File: src/rtl/dbg_cmd_uart_tx_if.sv
// Command/data/serial signal bundle for dbg_cmd_uart_tx.
// master = host side that issues descriptors; slave = the frame transmitter.
interface dbg_cmd_uart_tx_if;
    logic        cmd_valid_i;
    logic        cmd_accept_o;
    logic        cmd_read_i;
    logic [7:0]  cmd_len_i;
    logic [31:0] cmd_addr_i;
    logic        wr_data_valid_i;
    logic [7:0]  wr_data_i;
    logic        wr_data_accept_o;
    logic        txd_o;
    logic        busy_o;
    logic        done_o;

    modport master (
        output cmd_valid_i, cmd_read_i, cmd_len_i, cmd_addr_i,
        output wr_data_valid_i, wr_data_i,
        input  cmd_accept_o, wr_data_accept_o, txd_o, busy_o, done_o
    );

    modport slave (
        input  cmd_valid_i, cmd_read_i, cmd_len_i, cmd_addr_i,
        input  wr_data_valid_i, wr_data_i,
        output cmd_accept_o, wr_data_accept_o, txd_o, busy_o, done_o
    );
endinterface

File: src/rtl/dbg_cmd_uart_tx.sv
// UART debug-bridge command initiator: serializes [CMD][LEN][ADDR x4][DATA..] as 8N1.
// Define DBG_CMD_UART_TX_TWO_STOP_EN to append a second stop bit to every byte.
module dbg_cmd_uart_tx #(
    parameter int          CLK_FREQ     = 100000000,
    parameter int          BAUD         = 115200,
    parameter int          CLKS_PER_BIT = CLK_FREQ / BAUD,
    parameter logic [7:0]  CMD_WRITE    = 8'h10,
    parameter logic [7:0]  CMD_READ     = 8'h11
) (
    input  logic             clk_i,
    input  logic             rst_i,
    dbg_cmd_uart_tx_if.slave bus
);
`ifdef DBG_CMD_UART_TX_TWO_STOP_EN
    localparam int NBITS = 11;
`else
    localparam int NBITS = 10;
`endif
    localparam int SHIFT_W = NBITS - 1;
    localparam int CNT_W   = (CLKS_PER_BIT > 1) ? $clog2(CLKS_PER_BIT) : 1;
    localparam logic [CNT_W-1:0] CNT_LAST    = CNT_W'(CLKS_PER_BIT - 1);
    localparam logic [3:0]       BITS_AFTER0 = 4'(NBITS - 1);

    typedef enum logic [2:0] {
        S_IDLE, S_CMD, S_LEN, S_ADDR, S_DATA, S_DRAIN, S_DONE
    } state_t;

    state_t             state_q, state_d;
    logic               rd_q, rd_d;
    logic [7:0]         len_q, len_d;
    logic [31:0]        addr_q, addr_d;
    logic [1:0]         addr_idx_q, addr_idx_d;
    logic [7:0]         rem_q, rem_d;
    logic               ser_busy_q, ser_busy_d;
    logic [SHIFT_W-1:0] shift_q, shift_d;
    logic [3:0]         bits_left_q, bits_left_d;
    logic [CNT_W-1:0]   clk_cnt_q, clk_cnt_d;
    logic               txd_q, txd_d;

    logic               ser_ready;
    logic               ld_valid;
    logic               ser_load;
    logic [7:0]         ld_byte;
    logic               cmd_accept;
    logic               wr_accept;

    // Ready on the final cycle of the last bit so the next start bit follows with no gap.
    assign ser_ready = !ser_busy_q ||
                       ((clk_cnt_q == CNT_LAST) && (bits_left_q == 4'd0));
    assign ser_load  = ld_valid && ser_ready;

    always_ff @(posedge clk_i or posedge rst_i) begin
        if (rst_i) begin
            state_q     <= S_IDLE;
            rd_q        <= 1'b0;
            len_q       <= '0;
            addr_q      <= '0;
            addr_idx_q  <= '0;
            rem_q       <= '0;
            ser_busy_q  <= 1'b0;
            shift_q     <= '0;
            bits_left_q <= '0;
            clk_cnt_q   <= '0;
            txd_q       <= 1'b1;
        end else begin
            state_q     <= state_d;
            rd_q        <= rd_d;
            len_q       <= len_d;
            addr_q      <= addr_d;
            addr_idx_q  <= addr_idx_d;
            rem_q       <= rem_d;
            ser_busy_q  <= ser_busy_d;
            shift_q     <= shift_d;
            bits_left_q <= bits_left_d;
            clk_cnt_q   <= clk_cnt_d;
            txd_q       <= txd_d;
        end
    end

    always_comb begin
        state_d    = state_q;
        rd_d       = rd_q;
        len_d      = len_q;
        addr_d     = addr_q;
        addr_idx_d = addr_idx_q;
        rem_d      = rem_q;
        ld_valid   = 1'b0;
        ld_byte    = 8'h00;
        cmd_accept = 1'b0;
        wr_accept  = 1'b0;
        unique case (state_q)
            S_IDLE: begin
                cmd_accept = 1'b1;
                if (bus.cmd_valid_i) begin
                    rd_d    = bus.cmd_read_i;
                    len_d   = bus.cmd_len_i;
                    addr_d  = bus.cmd_addr_i;
                    state_d = S_CMD;
                end
            end
            S_CMD: begin
                ld_valid = 1'b1;
                ld_byte  = rd_q ? CMD_READ : CMD_WRITE;
                if (ser_ready) state_d = S_LEN;
            end
            S_LEN: begin
                ld_valid = 1'b1;
                ld_byte  = len_q;
                if (ser_ready) begin
                    addr_idx_d = 2'd3;
                    state_d    = S_ADDR;
                end
            end
            S_ADDR: begin
                ld_valid = 1'b1;
                ld_byte  = addr_q[{addr_idx_q, 3'b000} +: 8];
                if (ser_ready) begin
                    if (addr_idx_q != 2'd0) begin
                        addr_idx_d = addr_idx_q - 2'd1;
                    end else if (!rd_q && (len_q != 8'd0)) begin
                        rem_d   = len_q;
                        state_d = S_DATA;
                    end else begin
                        state_d = S_DRAIN;
                    end
                end
            end
            S_DATA: begin
                // A missing data byte simply leaves the line idle-high until it shows up.
                ld_valid  = bus.wr_data_valid_i;
                ld_byte   = bus.wr_data_i;
                wr_accept = ser_ready && bus.wr_data_valid_i;
                if (wr_accept) begin
                    rem_d = rem_q - 8'd1;
                    if (rem_q == 8'd1) state_d = S_DRAIN;
                end
            end
            S_DRAIN: begin
                if (ser_ready) state_d = S_DONE;
            end
            S_DONE: begin
                state_d = S_IDLE;
            end
            default: begin
                state_d = S_IDLE;
            end
        endcase
    end

    always_comb begin
        ser_busy_d  = ser_busy_q;
        shift_d     = shift_q;
        bits_left_d = bits_left_q;
        clk_cnt_d   = clk_cnt_q;
        txd_d       = txd_q;
        if (ser_load) begin
            ser_busy_d  = 1'b1;
            txd_d       = 1'b0;
            shift_d     = {{(SHIFT_W-8){1'b1}}, ld_byte};
            bits_left_d = BITS_AFTER0;
            clk_cnt_d   = '0;
        end else if (ser_busy_q) begin
            if (clk_cnt_q == CNT_LAST) begin
                clk_cnt_d = '0;
                if (bits_left_q == 4'd0) begin
                    ser_busy_d = 1'b0;
                    txd_d      = 1'b1;
                end else begin
                    txd_d       = shift_q[0];
                    shift_d     = {1'b1, shift_q[SHIFT_W-1:1]};
                    bits_left_d = bits_left_q - 4'd1;
                end
            end else begin
                clk_cnt_d = clk_cnt_q + 1'b1;
            end
        end
    end

    // Accept is gated by reset so it reads 0 while reset is held, even though the FSM sits in IDLE.
    assign bus.cmd_accept_o     = cmd_accept && !rst_i;
    assign bus.wr_data_accept_o = wr_accept;
    assign bus.txd_o            = txd_q;
    assign bus.busy_o           = (state_q != S_IDLE) && (state_q != S_DONE);
    assign bus.done_o           = (state_q == S_DONE);
endmodule

File: src/flat_wrapper.sv
// flat-port wrapper written by rule: the top's interface ports become plain ports
module dbg_cmd_uart_tx_flat 
#(
    parameter int          CLK_FREQ     = 100000000,
    parameter int          BAUD         = 115200,
    parameter int          CLKS_PER_BIT = CLK_FREQ / BAUD,
    parameter logic [7:0]  CMD_WRITE    = 8'h10,
    parameter logic [7:0]  CMD_READ     = 8'h11
)
  (clk_i, rst_i, bus_cmd_valid_i, bus_cmd_read_i, bus_cmd_len_i, bus_cmd_addr_i, bus_wr_data_valid_i, bus_wr_data_i, bus_cmd_accept_o, bus_wr_data_accept_o, bus_txd_o, bus_busy_o, bus_done_o);
  dbg_cmd_uart_tx_if bus_i ();
  input  logic clk_i;
  input  logic rst_i;
  input wire logic [$bits(bus_i.cmd_valid_i)-1:0] bus_cmd_valid_i;
  input wire logic [$bits(bus_i.cmd_read_i)-1:0] bus_cmd_read_i;
  input wire logic [$bits(bus_i.cmd_len_i)-1:0] bus_cmd_len_i;
  input wire logic [$bits(bus_i.cmd_addr_i)-1:0] bus_cmd_addr_i;
  input wire logic [$bits(bus_i.wr_data_valid_i)-1:0] bus_wr_data_valid_i;
  input wire logic [$bits(bus_i.wr_data_i)-1:0] bus_wr_data_i;
  output wire logic [$bits(bus_i.cmd_accept_o)-1:0] bus_cmd_accept_o;
  output wire logic [$bits(bus_i.wr_data_accept_o)-1:0] bus_wr_data_accept_o;
  output wire logic [$bits(bus_i.txd_o)-1:0] bus_txd_o;
  output wire logic [$bits(bus_i.busy_o)-1:0] bus_busy_o;
  output wire logic [$bits(bus_i.done_o)-1:0] bus_done_o;
  assign bus_i.cmd_valid_i = bus_cmd_valid_i;
  assign bus_i.cmd_read_i = bus_cmd_read_i;
  assign bus_i.cmd_len_i = bus_cmd_len_i;
  assign bus_i.cmd_addr_i = bus_cmd_addr_i;
  assign bus_i.wr_data_valid_i = bus_wr_data_valid_i;
  assign bus_i.wr_data_i = bus_wr_data_i;
  assign bus_cmd_accept_o = bus_i.cmd_accept_o;
  assign bus_wr_data_accept_o = bus_i.wr_data_accept_o;
  assign bus_txd_o = bus_i.txd_o;
  assign bus_busy_o = bus_i.busy_o;
  assign bus_done_o = bus_i.done_o;
  dbg_cmd_uart_tx #(.CLK_FREQ(CLK_FREQ), .BAUD(BAUD), .CLKS_PER_BIT(CLKS_PER_BIT), .CMD_WRITE(CMD_WRITE), .CMD_READ(CMD_READ)) u_core (.clk_i(clk_i), .rst_i(rst_i), .bus(bus_i));
endmodule
File: config.mk
export PLATFORM = sky130hd
export DESIGN_NAME = dbg_cmd_uart_tx_flat
export DESIGN_NICKNAME = d
export VERILOG_FILES = /design/src/rtl/dbg_cmd_uart_tx_if.sv /design/src/rtl/dbg_cmd_uart_tx.sv /design/src/flat_wrapper.sv
export SDC_FILE = /design/constraint.sdc
export NUM_CORES = 1
export LEC_CHECK = 0
export ABC_AREA = 0
export BUFFER_PORTS_ARGS = -buffer_cell sky130_fd_sc_hd__buf_4
export CAP_MARGIN = 20
export CORE_UTILIZATION = 35
export DETAILED_ROUTE_END_ITERATION = 12
export HOLD_SLACK_MARGIN = 0.1
export PLACE_DENSITY = 0.49
export SETUP_SLACK_MARGIN = 0.3
export SLEW_MARGIN = 10
export SYNTH_ARGS = -nofsm -noshare
export SYNTH_HDL_FRONTEND = slang
export SYNTH_SLANG_ARGS = --single-unit
File: constraint.sdc
create_clock -name clk_i -period 3.5 [get_ports clk_i]
set_clock_uncertainty 0.15 [all_clocks]
set_input_delay 0.175 -clock clk_i [delete_from_list [all_inputs] [get_ports clk_i]]
set_output_delay 0.175 -clock clk_i [all_outputs]
set_load 0.02 [all_outputs]
# [After elaboration in Yosys (flattened, before gate mapping)]
# Index checks and enable logic that the tools add are counted.
# W data, S select, Z words.
[totals] ff_bits=79 input_bits=53 output_inout_bits=5 wordCells=105
[op_classes] n_addsub=4 n_eq_ne=20 n_shift=1 mux=43 reduce_logical=26
[ops] op="$mux W9" n=4
[ops] op="$mux W8" n=4
[ops] op="$pmux W8 S4" n=1
[ops] op="$shiftx A32 B6 Y8" n=1
[ops] op="$mux W10" n=3
[ops] op="$mux W3" n=8
[ops] op="$ne A2 B1 Y1 const B" n=9
[ops] op="$pmux W3 S6" n=1
[ops] op="$mux W4" n=4
[ops] op="$pmux W8 S2" n=1
[ops] op="$mux W1" n=12
[ops] op="$add A10 B1 Y10 const B" n=1
[ops] op="$eq A10 B10 Y1 const B" n=1
[ops] op="$reduce_bool A2 Y1" n=5
[ops] op="$eq A3 B3 Y1 const B" n=3
[ops] op="$eq A8 B1 Y1 const B" n=1
[ops] op="$reduce_and A8 Y1" n=1
[ops] op="$reduce_bool A8 Y1" n=1
[ops] op="$sub A8 B1 Y8 const B" n=1
[ops] op="$eq A3 B2 Y1 const B" n=2
[ops] op="$logic_and A1 B1 Y1" n=6
[ops] op="$mux W2" n=3
[ops] op="$reduce_and A5 Y1" n=1
[ops] op="$logic_not A4 Y1" n=1
[ops] op="15 further kinds" n=19

# [Longest topological paths before layout]
# Gate-level depths: netlist (run 1).
[depth] depth_word=6 depth_mapped=9 ltp_nobuf=7

# [Worst setup path before layout (run 1)]
# OpenSTA, ideal clock, no wires.
[synth_path] path_type="reg-to-reg" startpoint="register u_core.bits_left_q[0]" endpoint="register u_core.rem_q[0]" setup_ps=134 t_arrival_ps=1832 required_time_ps=3216 slack_ps=1384 path_stages_with_launch=9 path_buffers=1 period_less_slack_ps=2116 cell_sequence="dfrtp_1 > inv_1 > ha_1 > nor3b_1 > and4_1 > o22ai_1 > buf_2 > a2111oi_0 > o22ai_1"
[synth_between] elab_chain_len=6 word_cells_on_any_way=7 classes_between="eq/ne: 2; reduce/logical: 5"
[synth_lines] element="start, declared" line="dbg_cmd_uart_tx.sv:36" source="logic [3:0] bits_left_q, bits_left_d;"
[synth_lines] element="start signal, assigned" line="dbg_cmd_uart_tx.sv:74" source="bits_left_q <= bits_left_d;"
[synth_lines] element="$logic_not A4 Y1 *" line="dbg_cmd_uart_tx.sv:49" source="((clk_cnt_q == CNT_LAST) && (bits_left_q == 4'd0));"
[synth_lines] element="$logic_and A1 B1 Y1 *" line="dbg_cmd_uart_tx.sv:49"
[synth_lines] element="$logic_or A1 B1 Y1 *" line="dbg_cmd_uart_tx.sv:48" source="assign ser_ready = !ser_busy_q ||"
[synth_lines] element="$logic_and A1 B1 Y1" line="dbg_cmd_uart_tx.sv:132" source="wr_accept = ser_ready && bus.wr_data_valid_i;"
[synth_lines] element="$ne A2 B1 Y1 (no line)"
[synth_lines] element="$reduce_and A5 Y1 (no line) *"
[synth_lines] element="end signal, assigned" line="dbg_cmd_uart_tx.sv:71" source="rem_q <= rem_d;"
[synth_lines] element="end, declared" line="dbg_cmd_uart_tx.sv:33" source="logic [7:0] rem_q, rem_d;"
# Mark *: on every way between the ends. The rest lies on a longest branch, timed or not.
# A chain may end at the register's enable or synchronous reset.

# [Final worst setup path (run 1)]
[layout_path] startpoint="register u_core.state_q[1]" endpoint="register u_core.rem_q[1]"
[layout_between] elab_chain_len=3 word_cells_on_any_way=9 classes_between="eq/ne: 6; mux: 1; reduce/logical: 2"
[layout_lines] element="start, declared" line="dbg_cmd_uart_tx.sv:28" source="state_t state_q, state_d;"
[layout_lines] element="start signal, assigned" line="dbg_cmd_uart_tx.sv:66" source="state_q <= state_d;"
[layout_lines] element="$eq A3 B3 Y1 / $eq A3 B2 Y1 (equally long branches)" line="dbg_cmd_uart_tx.sv:91" source="unique case (state_q)"
[layout_lines] element="$ne A2 B1 Y1 (no line) (tied with other cells)"
[layout_lines] element="$reduce_and A5 Y1 (no line)"
# Parallel ways exist; a longest one is shown, timed or not.

==> flow_summary.json, run 1 <==
{
  "regToRegSetupSlack_ps": 650,
  "switching_share": 0.247,
  "drt_iter0_markers": 145,
  "worstSetupStartpointType": "flop",
  "cts-root-buf": "clkbuf_16",
  "drv_cap": 0,
  "die_w_um": 110,
  "comb_power_share": 0.165,
  "met1_usage": 0.249,
  "grt-ovfl-total": 0,
  "via_per_inst": 5.18,
  "synth_enable_flop_cells": 0,
  "gp_congestion": 0.758,
  "ant_nets": 0,
  "critical_path.cell_chain": "nand2b_1, or2_4, o22ai_1, or3_1, mux2i_1",
  "clockBufferDepth": 2,
  "slowest_stage": "o22ai_1",
  "clock_power_share": 0.381,
  "critPathArrivalTime_ps": 2970,
  "worstHoldPathType": "in -> reg",
  "min_from": "bus_wr_data_i[2]",
  "power_density_nw_per_um2": 503,
  "initial_utilization": 0.367,
  "grt.busiest_layer": "met2",
  "critPathBufInv": 0,
  "num_vias": 3109,
  "drive_gt1_frac": 0.298,
  "setup_violations": 0,
  "reg2reg_depth": 5,
  "postCtsSetupBuffers": 0,
  "fin_ws_ps": 649,
  "worstMarginPinSlew_ps": 848,
  "cts_buffers": 9,
  "wire_per_inst_um": 16.4,
  "tns_ps": 0,
  "yosysWarningCount": 0,
  "hold_violations": 0,
  "internal-power_mw": 2.04,
  "syn_area_per_cell_sq_um": 11.4,
  "grt_pass1_wl_um": 16800,
  "drcViolationCount": 0,
  "cts_tree": "yes",
  "slew_violations": 0,
  "grt_pass1_vias": 3234,
  "syn_nets": 416,
  "p_sw_mw": 0.672,
  "hold_depth": 5,
  "synth_ff_type": "dfrtp_1",
  "power.leakage_nw": 2.32,
  "netlist_area_sq_um": 4060,
  "h-tree-depth": 3,
  "path_class": "reg -> reg",
  "crit_family": "simple AND/OR/NAND/NOR gates",
  "reg2reg_from": "u_core.state_q[1]$_DFFE_PP0P_",
  "gr-usage-all-layers": 0.188,
  "io_pins": 58,
  "die_y_um": 110,
  "clkLatencyLatePin_ps": 340,
  "ys_seq_area_frac": 0.487,
  "rr_endpoint": "u_core.rem_q[1]$_DFFE_PP0P_",
  "numPortBuffers": 57,
  "setup.worst_path.end_class": "flop",
  "fmax_ghz": 0.351,
  "place_worst_setup_slack_ps": 735,
  "antenna_found_initial": 0,
  "synth_cells": 358,
  "grtUsageMet2": 0.299,
  "yosysUniqueCellTypes": 57,
  "dieArea_sq_um": 12000,
  "n_antenna_cell": 0,
  "hpwl_um": 6870,
  "irDropWorstVdd_uv": 274,
  "gr-usage-met3": 0.0462,
  "crit_cells": 5,
  "wl_um": 9840,
  "min_to": "u_core.shift_q[2]$_DFFE_PP0P_",
  "async_flop_share": 1.00,
  "rsz0062_at_grt": "false",
  "max_stage_delay_ps": 660,
  "relSlewSlack": 0.435,
  "finalCriticalPeriod_ps": 2850,
  "core_area_sq_um": 11100,
  "syn2layout_area_growth_pct": 32.9,
  "worstPathMaxFanout": 16,
  "power_frac_seq": 0.454,
  "cts_sinks": 79,
  "rows": 38,
  "outcome": "finished, final reports clean",
  "post-route-period-util": 0.815,
  "grt_max_degree": 45,
  "dr.pass1.iters": 4,
  "final_nets": 513,
  "holdWs_ps": 122,
  "required_ps": 3610,
  "clk_pin_slew_ps": 60,
  "ys_seq_elements": 79
}
[logic make-up after synthesis]
family / Yosys count / share of synthesized area
flip-flops: 79 / 0.487
multiplexers: 65 / 0.198
adder cells (fa/ha/maj): 5 / 0.0154
XOR/XNOR: 8 / 0.0172
AND/OR/NAND/NOR: 97 / 0.134
buffers and inverters: 31 / 0.0366
AO/OA/AOI/OAI: 73 / 0.113
[layout make-up]
type / instances / area (sq um)
Fill cell: 1025 / 5680
Multi-Input combinational cell: 248 / 1950
Sequential cell: 79 / 1980
Inverter: 9 / 33.8
Clock buffer: 10 / 239
Timing Repair Buffer: 108 / 936
Clock inverter: 6 / 91.3
Tap cell: 140 / 175
[metrics by stage]
stage,total power [mW],instances,instance area (sq um),utilization
6_report,2.72,600,5400,0.487
5_1_grt,2.85,600,5400,0.487
4_1_cts,2.76,600,5400,0.487
3_5_place_dp,1.67,539,4620,0.417
3_3_place_gp,1.65,539,4620,0.417
2_1_floorplan,1.50,358,4060,-
[power by group through the flow]
stage	sequential [mW]	clock, mW	combinational (mW)
after floorplan	1.19	0	0.308
after global placement	1.25	0	0.409
after detailed placement	1.25	0	0.417
after CTS	1.23	1.06	0.457
after global routing	1.26	1.09	0.497
final	1.23	1.03	0.449
[worst register-to-register path, delay by kind of cell (launching register included)]
family,cells,cell delay [ps]
AOI/OAI and AO/OA,1,660
DFF,1,650
muxes,1,220
and+or+nand+nor,3,1090
[timing repair]
| action | CTS | global route |
|---|---|---|
| endpoints found under the hold margin | 78 | 0 |
| gates resized for setup | 0 | 0 |
| hold buffers | 45 | 0 |
[metal layers]
layer | vias up | wire [um]
li1 | 1515 | -
met1 | 1522 | 4670
met2 | 57 | 4610
met3 | 15 | 370
met4 | 0 | 191
met5 | - | 0
[worst max path at each step]
stage	end	slack (ps)	from
6_report	u_core.rem_q[1]$_DFFE_PP0P_	650	u_core.state_q[1]$_DFFE_PP0P_
5_1_grt	u_core.rem_q[1]$_DFFE_PP0P_	410	u_core.state_q[1]$_DFFE_PP0P_
4_1_cts	u_core.rem_q[1]$_DFFE_PP0P_	710	u_core.state_q[1]$_DFFE_PP0P_
3_5_place_dp	u_core.rem_q[1]$_DFFE_PP0P_	740	u_core.state_q[1]$_DFFE_PP0P_
3_3_place_gp	u_core.rem_q[1]$_DFFE_PP0P_	790	u_core.state_q[1]$_DFFE_PP0P_
2_1_floorplan	u_core.addr_idx_q[0]$_DFFE_PP0P_	1150	rst_i
[sequential cells by signal, indices dropped and copies added, names as in the netlist]
| signal | flops |
|---|---|
| u_core.bus.txd_o | 1 |
| u_core.addr_idx_q | 2 |
| u_core.clk_cnt_q | 10 |
| u_core.state_q | 3 |
| u_core.ser_busy_q | 1 |
| u_core.len_q | 8 |
| u_core.shift_q | 9 |
| u_core.rem_q | 8 |
| u_core.addr_q | 32 |
| u_core.bits_left_q | 4 |
| u_core.rd_q | 1 |
[layout by cell type (no fill, tap or decap), types with 2 or more instances in the layout]
cell type / synthesis / layout
o22ai_1: 6 / 6
inv_2: 1 / 2
nor4b_4: 1 / 2
o2111ai_1: 3 / 3
nor2_1: 26 / 26
nand3_1: 7 / 7
a21oi_1: 18 / 18
a31oi_1: 3 / 3
dlygate4sd3_1: 0 / 45
inv_1: 8 / 7
nand3b_1: 2 / 2
mux4_2: 8 / 8
o41ai_1: 6 / 6
bufinv_16: 0 / 2
o21ai_0: 16 / 16
buf_4: 1 / 62
a311oi_1: 2 / 2
nor3b_1: 3 / 3
and4b_1: 2 / 2
or3_1: 2 / 2
ha_1: 5 / 5
nor3_1: 3 / 3
xnor2_1: 3 / 3
and3_1: 9 / 9
inv_6: 0 / 2
dfrtp_1: 78 / 78
mux2_2: 41 / 41
nand2b_1: 6 / 6
nor4_1: 4 / 4
nor2b_1: 2 / 2
nand2_1: 18 / 18
and2_1: 2 / 2
clkbuf_16: 0 / 9
xor2_1: 5 / 5
o21ai_1: 9 / 9
a211oi_1: 2 / 2
mux2i_1: 15 / 15
[cell usage after synthesis, types with 2 or more instances]
cell       count  area [sq um]
and2_1         2          12.5
nor3b_1        3          22.5
buf_2         11          55.1
o21ai_1        9          45.0
xnor2_1        3          26.3
nor4_1         4          25.0
a211oi_1       2          15.0
and4b_1        2          20.0
nor3_1         3          15.0
o21ai_0       16          80.1
a21oi_1       18          90.1
o41ai_1        6          52.6
nand2b_1       6          37.5
mux2i_1       15           150
o2111ai_1      3          26.3
nor2_1        26          97.6
buf_6          2          22.5
a311oi_1       2          17.5
a31oi_1        3          18.8
xor2_1         5          43.8
ha_1           5          62.6
mux2_2        41           462
mux4_2         8           180
dfrtp_1       78          1950
or3_1          2          12.5
nor2b_1        2          12.5
nand3b_1       2          15.0
nand3_1        7          35.0
and3_1         9          56.3
inv_1          8          30.0
clkbuf_1       7          26.3
nand2_1       18          67.6
o22ai_1        6          37.5
(Power assumes the default switching activity.)
==> run 2, diff against run 1 <==
--- a/config.mk
+++ b/config.mk
@@ -5,7 +5,7 @@
 export SDC_FILE = /design/constraint.sdc
 export NUM_CORES = 1
 export LEC_CHECK = 0
-export ABC_AREA = 0
+export ABC_AREA = 1
 export BUFFER_PORTS_ARGS = -buffer_cell sky130_fd_sc_hd__buf_4
 export CAP_MARGIN = 20
 export CORE_UTILIZATION = 35
==> constraint.sdc (replaced) <==
create_clock -name clk_i -period 2.95 [get_ports clk_i]
set_clock_uncertainty 0.15 [all_clocks]
set_input_delay 0.1475 -clock clk_i [delete_from_list [all_inputs] [get_ports clk_i]]
set_output_delay 0.1475 -clock clk_i [all_outputs]
set_load 0.02 [all_outputs]
==> flow_summary.json, run 2 <==
{
  "outcome": "finished, violations left",
  "die_y_um": 111,
  "drive_gt1_frac": 0.228,
  "finalCriticalPeriod_ps": 2110,
  "dieArea_sq_um": 12400,
  "cts_tree": "yes",
  "yosysTopAreaCellShare": 0.468,
  "drv_cap": 0,
  "post_dp_cell_area_sq_um": 4730,
  "post-route-period-util": 0.714,
  "async_flop_share": 1.00,
  "finalPower_mw": 4.34,
  "fin_ws_ps": 843,
  "final_nets": 653,
  "power.leakage_nw": 2.60,
  "wire_per_inst_um": 13.6,
  "cts_sinks": 79,
  "design_area_sq_um": 5490,
  "place_worst_setup_slack_ps": 588,
  "grt_max_degree": 51,
  "yosysUniqueCellTypes": 30,
  "setup.worst_path.end_class": "flop",
  "final_util": 0.477,
  "syn_area_per_cell_sq_um": 8.42,
  "dr.pass1.iters": 8,
  "required_ps": 3020,
  "core_area_sq_um": 11500,
  "num_vias": 3547,
  "met1_length_um": 4900,
  "synth_cells": 496,
  "grt-ovfl-total": 0,
  "power_density_nw_per_um2": 791,
  "initial_utilization": 0.362,
  "largest_register_ffs": 32,
  "worstMarginPinSlew_ps": 746,
  "nFillCells": 1116,
  "grt_pass1_vias": 3633,
  "placedCellCount": 684,
  "met2_length_um": 4670,
  "fmax_ghz": 0.475,
  "syn2layout_area_growth_pct": 31.5,
  "holdWs_ps": 98.7,
  "violations": "DRC",
  "rows": 39,
  "dr_wl_met3_um": 474,
  "ys_seq_elements": 79,
  "clkLatencyLatePin_ps": 330,
  "drt_iter0_markers": 207,
  "irDropWorstVdd_uv": 383,
  "final_cells": 743,
  "worstPathMaxFanout": 22,
  "yosysWarningCount": 0,
  "netlist_top_cells_area": "dfrtp_1, nand2_1, mux2_2",
  "n_antenna_cell": 0,
  "via_per_inst": 4.77,
  "cts-root-buf": "clkbuf_16",
  "rsz0062_at_grt": "false",
  "yosysMostFrequentCell": "nand2_1",
  "hpwl_um": 7140,
  "ys_seq_area_frac": 0.474,
  "regMostFlops": "u_core.addr_q",
  "tns_ps": 0,
  "setup_violations": 0,
  "io_pins": 58,
  "netlist_area_sq_um": 4170,
  "numPortBuffers": 57,
  "synth_ff_type": "dfrtp_1",
  "drcViolationCount": 4,
  "cts_buffers": 9,
  "worstSetupStartpointType": "flop",
  "ant_nets": 0,
  "final_cell_mix": "nand2_1, dfrtp_1, buf_4",
  "critPathArrivalTime_ps": 2180,
  "syn_nets": 554,
  "antenna_found_initial": 0,
  "seqCellArea_sq_um": 1980,
  "path_class": "reg -> reg",
  "clockBufferDepth": 2,
  "clk_pin_slew_ps": 60,
  "grt_pass1_wl_um": 17400,
  "synth_enable_flop_cells": 0,
  "reg.largest.list": "u_core.addr_q x32, u_core.clk_cnt_q x10, u_core.shift_q x9",
  "wl_um": 10100,
  "slew_violations": 0,
  "gr-usage-all-layers": 0.177,
  "multi_input_area_sq_um": 1910,
  "synth_top_area_cell": "dfrtp_1",
  "worstHoldPathType": "in -> reg",
  "h-tree-depth": 3,
  "synth_common_cells": "nand2_1, dfrtp_1, nor2_1",
  "relSlewSlack": 0.502,
  "highest_layer": "met4",
  "gp_congestion": 0.855,
  "final_common_cell": "nand2_1",
  "die_w_um": 111,
  "hold_violations": 0
}
==> run 2: cell types whose count changed in the layout (fill, tap and decap cells not counted), moves of 7 or more <==
cell / previous run / this run
nand3_1: 7 / 29
mux2_2: 41 / 32
nand2_1: 18 / 112
mux4_2: 8 / 0
o21ai_0: 16 / 43
a21oi_1: 18 / 25
inv_1: 7 / 46
mux2i_1: 15 / 1
and3_1: 9 / 0
o21ai_1: 9 / 0
o21ai_2: 0 / 8
nor2_1: 26 / 54
==> run 2: final timing paths <==
path,start,end,slack [ps],cells after the start
max,u_core.addr_idx_q[0]$_DFFE_PP0P_,u_core.rem_q[1]$_DFFE_PP0P_,840,7
max reg2reg,u_core.addr_idx_q[0]$_DFFE_PP0P_,u_core.rem_q[1]$_DFFE_PP0P_,840,7
min in group asynchronous,rst_i,u_core.rem_q[6]$_DFFE_PP0P_,330,3
min,bus_wr_data_i[0],u_core.shift_q[0]$_DFFE_PP0P_,100,5
max in group asynchronous,rst_i,u_core.bus.txd_o$_DFFE_PP1P_,1610,4
min reg2reg,u_core.shift_q[8]$_DFFE_PP0P_,u_core.shift_q[8]$_DFFE_PP0P_,310,2
==> run 2: layer usage <==
layer  global-route usage  vias to the layer above
met5                    0                        -
li1                     -                     1815
met4               0.0523                        0
met2                0.288                       60
met1                0.229                     1667
met3               0.0470                        5
==> run 2: layout make-up <==
class / instances / area share
Inverter: 53 / 0.0374
Tap cell: 143 / 0.0326
Sequential cell: 79 / 0.361
Timing Repair Buffer: 103 / 0.163
Clock inverter: 3 / 0.0119
Multi-Input combinational cell: 349 / 0.347
Clock buffer: 13 / 0.0474
==> run 2: timing repair <==
item                       4_1_cts  5_1_grt
setup endpoints to repair        0        2
hold endpoints to repair        82        0
buffers inserted                 0        0
gates resized for setup          0        1
hold buffers                    43        0
==> run 2: logic make-up (layout without fill, tap and decap cells) <==
kind of cell             after synthesis  after routing  synth area share
AND/OR/NAND/NOR                      221            221             0.228
AO/OA/AOI/OAI                         85             85             0.114
flip-flops                            79             79             0.474
buffers and inverters                 68            172            0.0698
multiplexers                          33             33            0.0887
adder cells (fa/ha/maj)                5              5            0.0150
XOR/XNOR                               5              5            0.0105
==> run 2: critical path, cell delays in order, from the launching register on <==
cell,delay [ps]
dfrtp_2,540
inv_1,310
ha_1,250
nand3_1,80
nand2_1,200
nand2_2,250
nand2_1,140
o21ai_2,60
==> run 2: power by group <==
group	internal (mW)	switching, mW
Combinational	0.645	0.769
Clock	0.787	0.436
Sequential	1.44	0.266
Total	2.87	1.47
==> run 3, diff against run 2 <==
--- a/config.mk
+++ b/config.mk
@@ -11,7 +11,7 @@
 export CORE_UTILIZATION = 35
 export DETAILED_ROUTE_END_ITERATION = 12
 export HOLD_SLACK_MARGIN = 0.1
-export PLACE_DENSITY = 0.49
+export PLACE_DENSITY = 0.51
 export SETUP_SLACK_MARGIN = 0.3
 export SLEW_MARGIN = 10
 export SYNTH_ARGS = -nofsm -noshare
==> constraint.sdc (replaced) <==
create_clock -name clk_i -period 1.8 [get_ports clk_i]
set_clock_uncertainty 0.15 [all_clocks]
set_input_delay 0.09 -clock clk_i [delete_from_list [all_inputs] [get_ports clk_i]]
set_output_delay 0.09 -clock clk_i [all_outputs]
set_load 0.02 [all_outputs]
==> flow_summary.json, run 3 (synthesized netlist as in run 2, its figures left out) <==
{
  "outcome": "finished, violations left",
  "violations": "DRC, setup timing",
  "numPortBuffers": 57,
  "cts_buffers": 9,
  "power_density_nw_per_um2": 1220,
  "drt_iter0_markers": 178,
  "antenna_found_initial": 0,
  "place_worst_setup_slack_ps": -45.2,
  "h-tree-depth": 3,
  "rsz0062_at_grt": "true",
  "core_area_sq_um": 11500,
  "finalCriticalPeriod_ps": 1880,
  "syn2layout_area_growth_pct": 72.3,
  "initial_utilization": 0.362,
  "die_y_um": 111,
  "switching_share": 0.353,
  "critPathArrivalTime_ps": 1640,
  "wire_per_inst_um": 15.3,
  "comb_power_share": 0.483,
  "fmax_ghz": 0.532,
  "grt_pass1_wl_um": 20500,
  "grt_pass1_vias": 4207,
  "wl_um": 12800,
  "grt-ovfl-total": 0,
  "drive_gt1_frac": 0.444,
  "final_cell_mix": "buf_4, nand2_1, dfrtp_1",
  "gr-usage-all-layers": 0.211,
  "drcViolationCount": 4,
  "ant_nets": 0,
  "p_sw_mw": 3.11,
  "post-route-period-util": 1.04,
  "setup.worst_path.end_class": "primary output",
  "power.leakage_nw": 3.37,
  "slew_violations": 0,
  "final_nets": 742,
  "rows": 39,
  "relSlewSlack": 0.706,
  "path_class": "reg -> out",
  "cts-root-buf": "clkbuf_16",
  "die_w_um": 111,
  "worstSetupStartpointType": "flop",
  "fin_ws_ps": -80.8,
  "clockBufferDepth": 2,
  "irDropWorstVdd_uv": 800,
  "reg.largest.list": "u_core.addr_q x32, u_core.clk_cnt_q x10, u_core.shift_q x9",
  "power_frac_seq": 0.313,
  "final_common_cell": "buf_4",
  "drv_cap": 0,
  "dieArea_sq_um": 12400,
  "final_util": 0.625,
  "setup_violations": 17,
  "hold_violations": 0,
  "required_ps": 1560,
  "dr.pass1.iters": 10,
  "clkLatencyLatePin_ps": 350,
  "worstMarginPinSlew_ps": 440,
  "clock_power_share": 0.204,
  "num_vias": 4099,
  "clk_pin_slew_ps": 60,
  "internal-power_mw": 5.69,
  "placedCellCount": 725,
  "n_antenna_cell": 0,
  "grt_max_degree": 80,
  "worstPathMaxFanout": 3,
  "via_per_inst": 4.93,
  "gp_congestion": 0.798,
  "final_cells": 832,
  "hpwl_um": 7620,
  "io_pins": 58,
  "cts_tree": "yes",
  "worstHoldPathType": "in -> reg",
  "largest_register_ffs": 32,
  "regMostFlops": "u_core.addr_q",
  "holdWs_ps": 156,
  "tns_ps": -517,
  "cts_sinks": 79
}
run 3: cell types whose count changed in the layout (fill, tap and decap cells not counted), sizes merged, moves of 2 or more:
| cell | change |
|---|---|
| buf | +77 |
| clkbuf | +2 |
| bufinv | -2 |
| dlygate4sd3 | +8 |
| clkinvlp | +2 |
| inv | -2 |
| clkinv | +3 |
run 3: metal layers:
layer	vias to the layer above	track usage	part of all wire
li1	2003	-	-
met1	1991	0.273	0.44
met2	86	0.351	0.51
met3	19	0.0312	0.033
met4	0	0.0883	0.019
met5	-	0	0
run 3: worst paths after layout:
| check | endpoint | depth (start not counted) | from | slack, ps |
|---|---|---|---|---|
| hold reg to reg | u_core.shift_q[8]$_DFFE_PP0P_ | 2 | u_core.shift_q[8]$_DFFE_PP0P_ | 330 |
| setup reg to reg | u_core.rem_q[6]$_DFFE_PP0P_ | 11 | u_core.clk_cnt_q[0]$_DFFE_PP0P_ | -50 |
| setup / recovery | bus_wr_data_accept_o | 9 | u_core.clk_cnt_q[0]$_DFFE_PP0P_ | -80 |
| hold / removal | u_core.shift_q[4]$_DFFE_PP0P_ | 7 | bus_wr_data_i[4] | 160 |
| max in group asynchronous | u_core.addr_q[27]$_DFFE_PP0P_ | 4 | rst_i | 860 |
| min in group asynchronous | u_core.rem_q[5]$_DFFE_PP0P_ | 4 | rst_i | 280 |
run 3: stage by stage:
step                      cell area, sq um  power, mW
final                                 7190       8.80
after global routing                  7190       9.30
after CTS                             6750       8.40
after detailed placement              5130       5.38
after global placement                5130       5.33
after floorplan                       4280       4.58
run 3: power groups by stage:
| stage | logic, mW | registers [mW] | clock network [mW] |
|---|---|---|---|
| floorplan | 1.94 | 2.64 | 0 |
| global placement | 2.60 | 2.73 | 0 |
| detailed placement | 2.64 | 2.74 | 0 |
| CTS | 3.85 | 2.73 | 1.81 |
| global route | 4.62 | 2.81 | 1.87 |
| finish | 4.25 | 2.75 | 1.79 |
run 3: repair_timing:
item | 4_1_cts | 5_1_grt
hold buffers | 50 | 1
buffers inserted | 20 | 11
pin swaps | 31 | 37
gates cloned | 7 | 2
endpoints found under the hold margin | 131 | 3
endpoints found under the setup margin | 80 | 83
gates resized for setup | 137 | 71
run 3: final cells by class:
class | count | area (sq um)
Clock inverter | 3 | 17.5
Timing Repair Buffer | 190 | 1920
Timing Repair inverter | 1 | 8.76
Multi-Input combinational cell | 350 | 2570
Inverter | 53 | 245
Sequential cell | 79 | 1980
Fill cell | 932 | 4320
Tap cell | 143 | 179
Clock buffer | 13 | 270
run 3: critical path, stage by stage (launching register included):
cell,delay (ps)
dfrtp_1,350
ha_2,200
inv_2,40
nor2_2,100
nand3_2,100
nand2_4,120
nand2_8,70
buf_6,120
nor2_4,70
buf_6,120
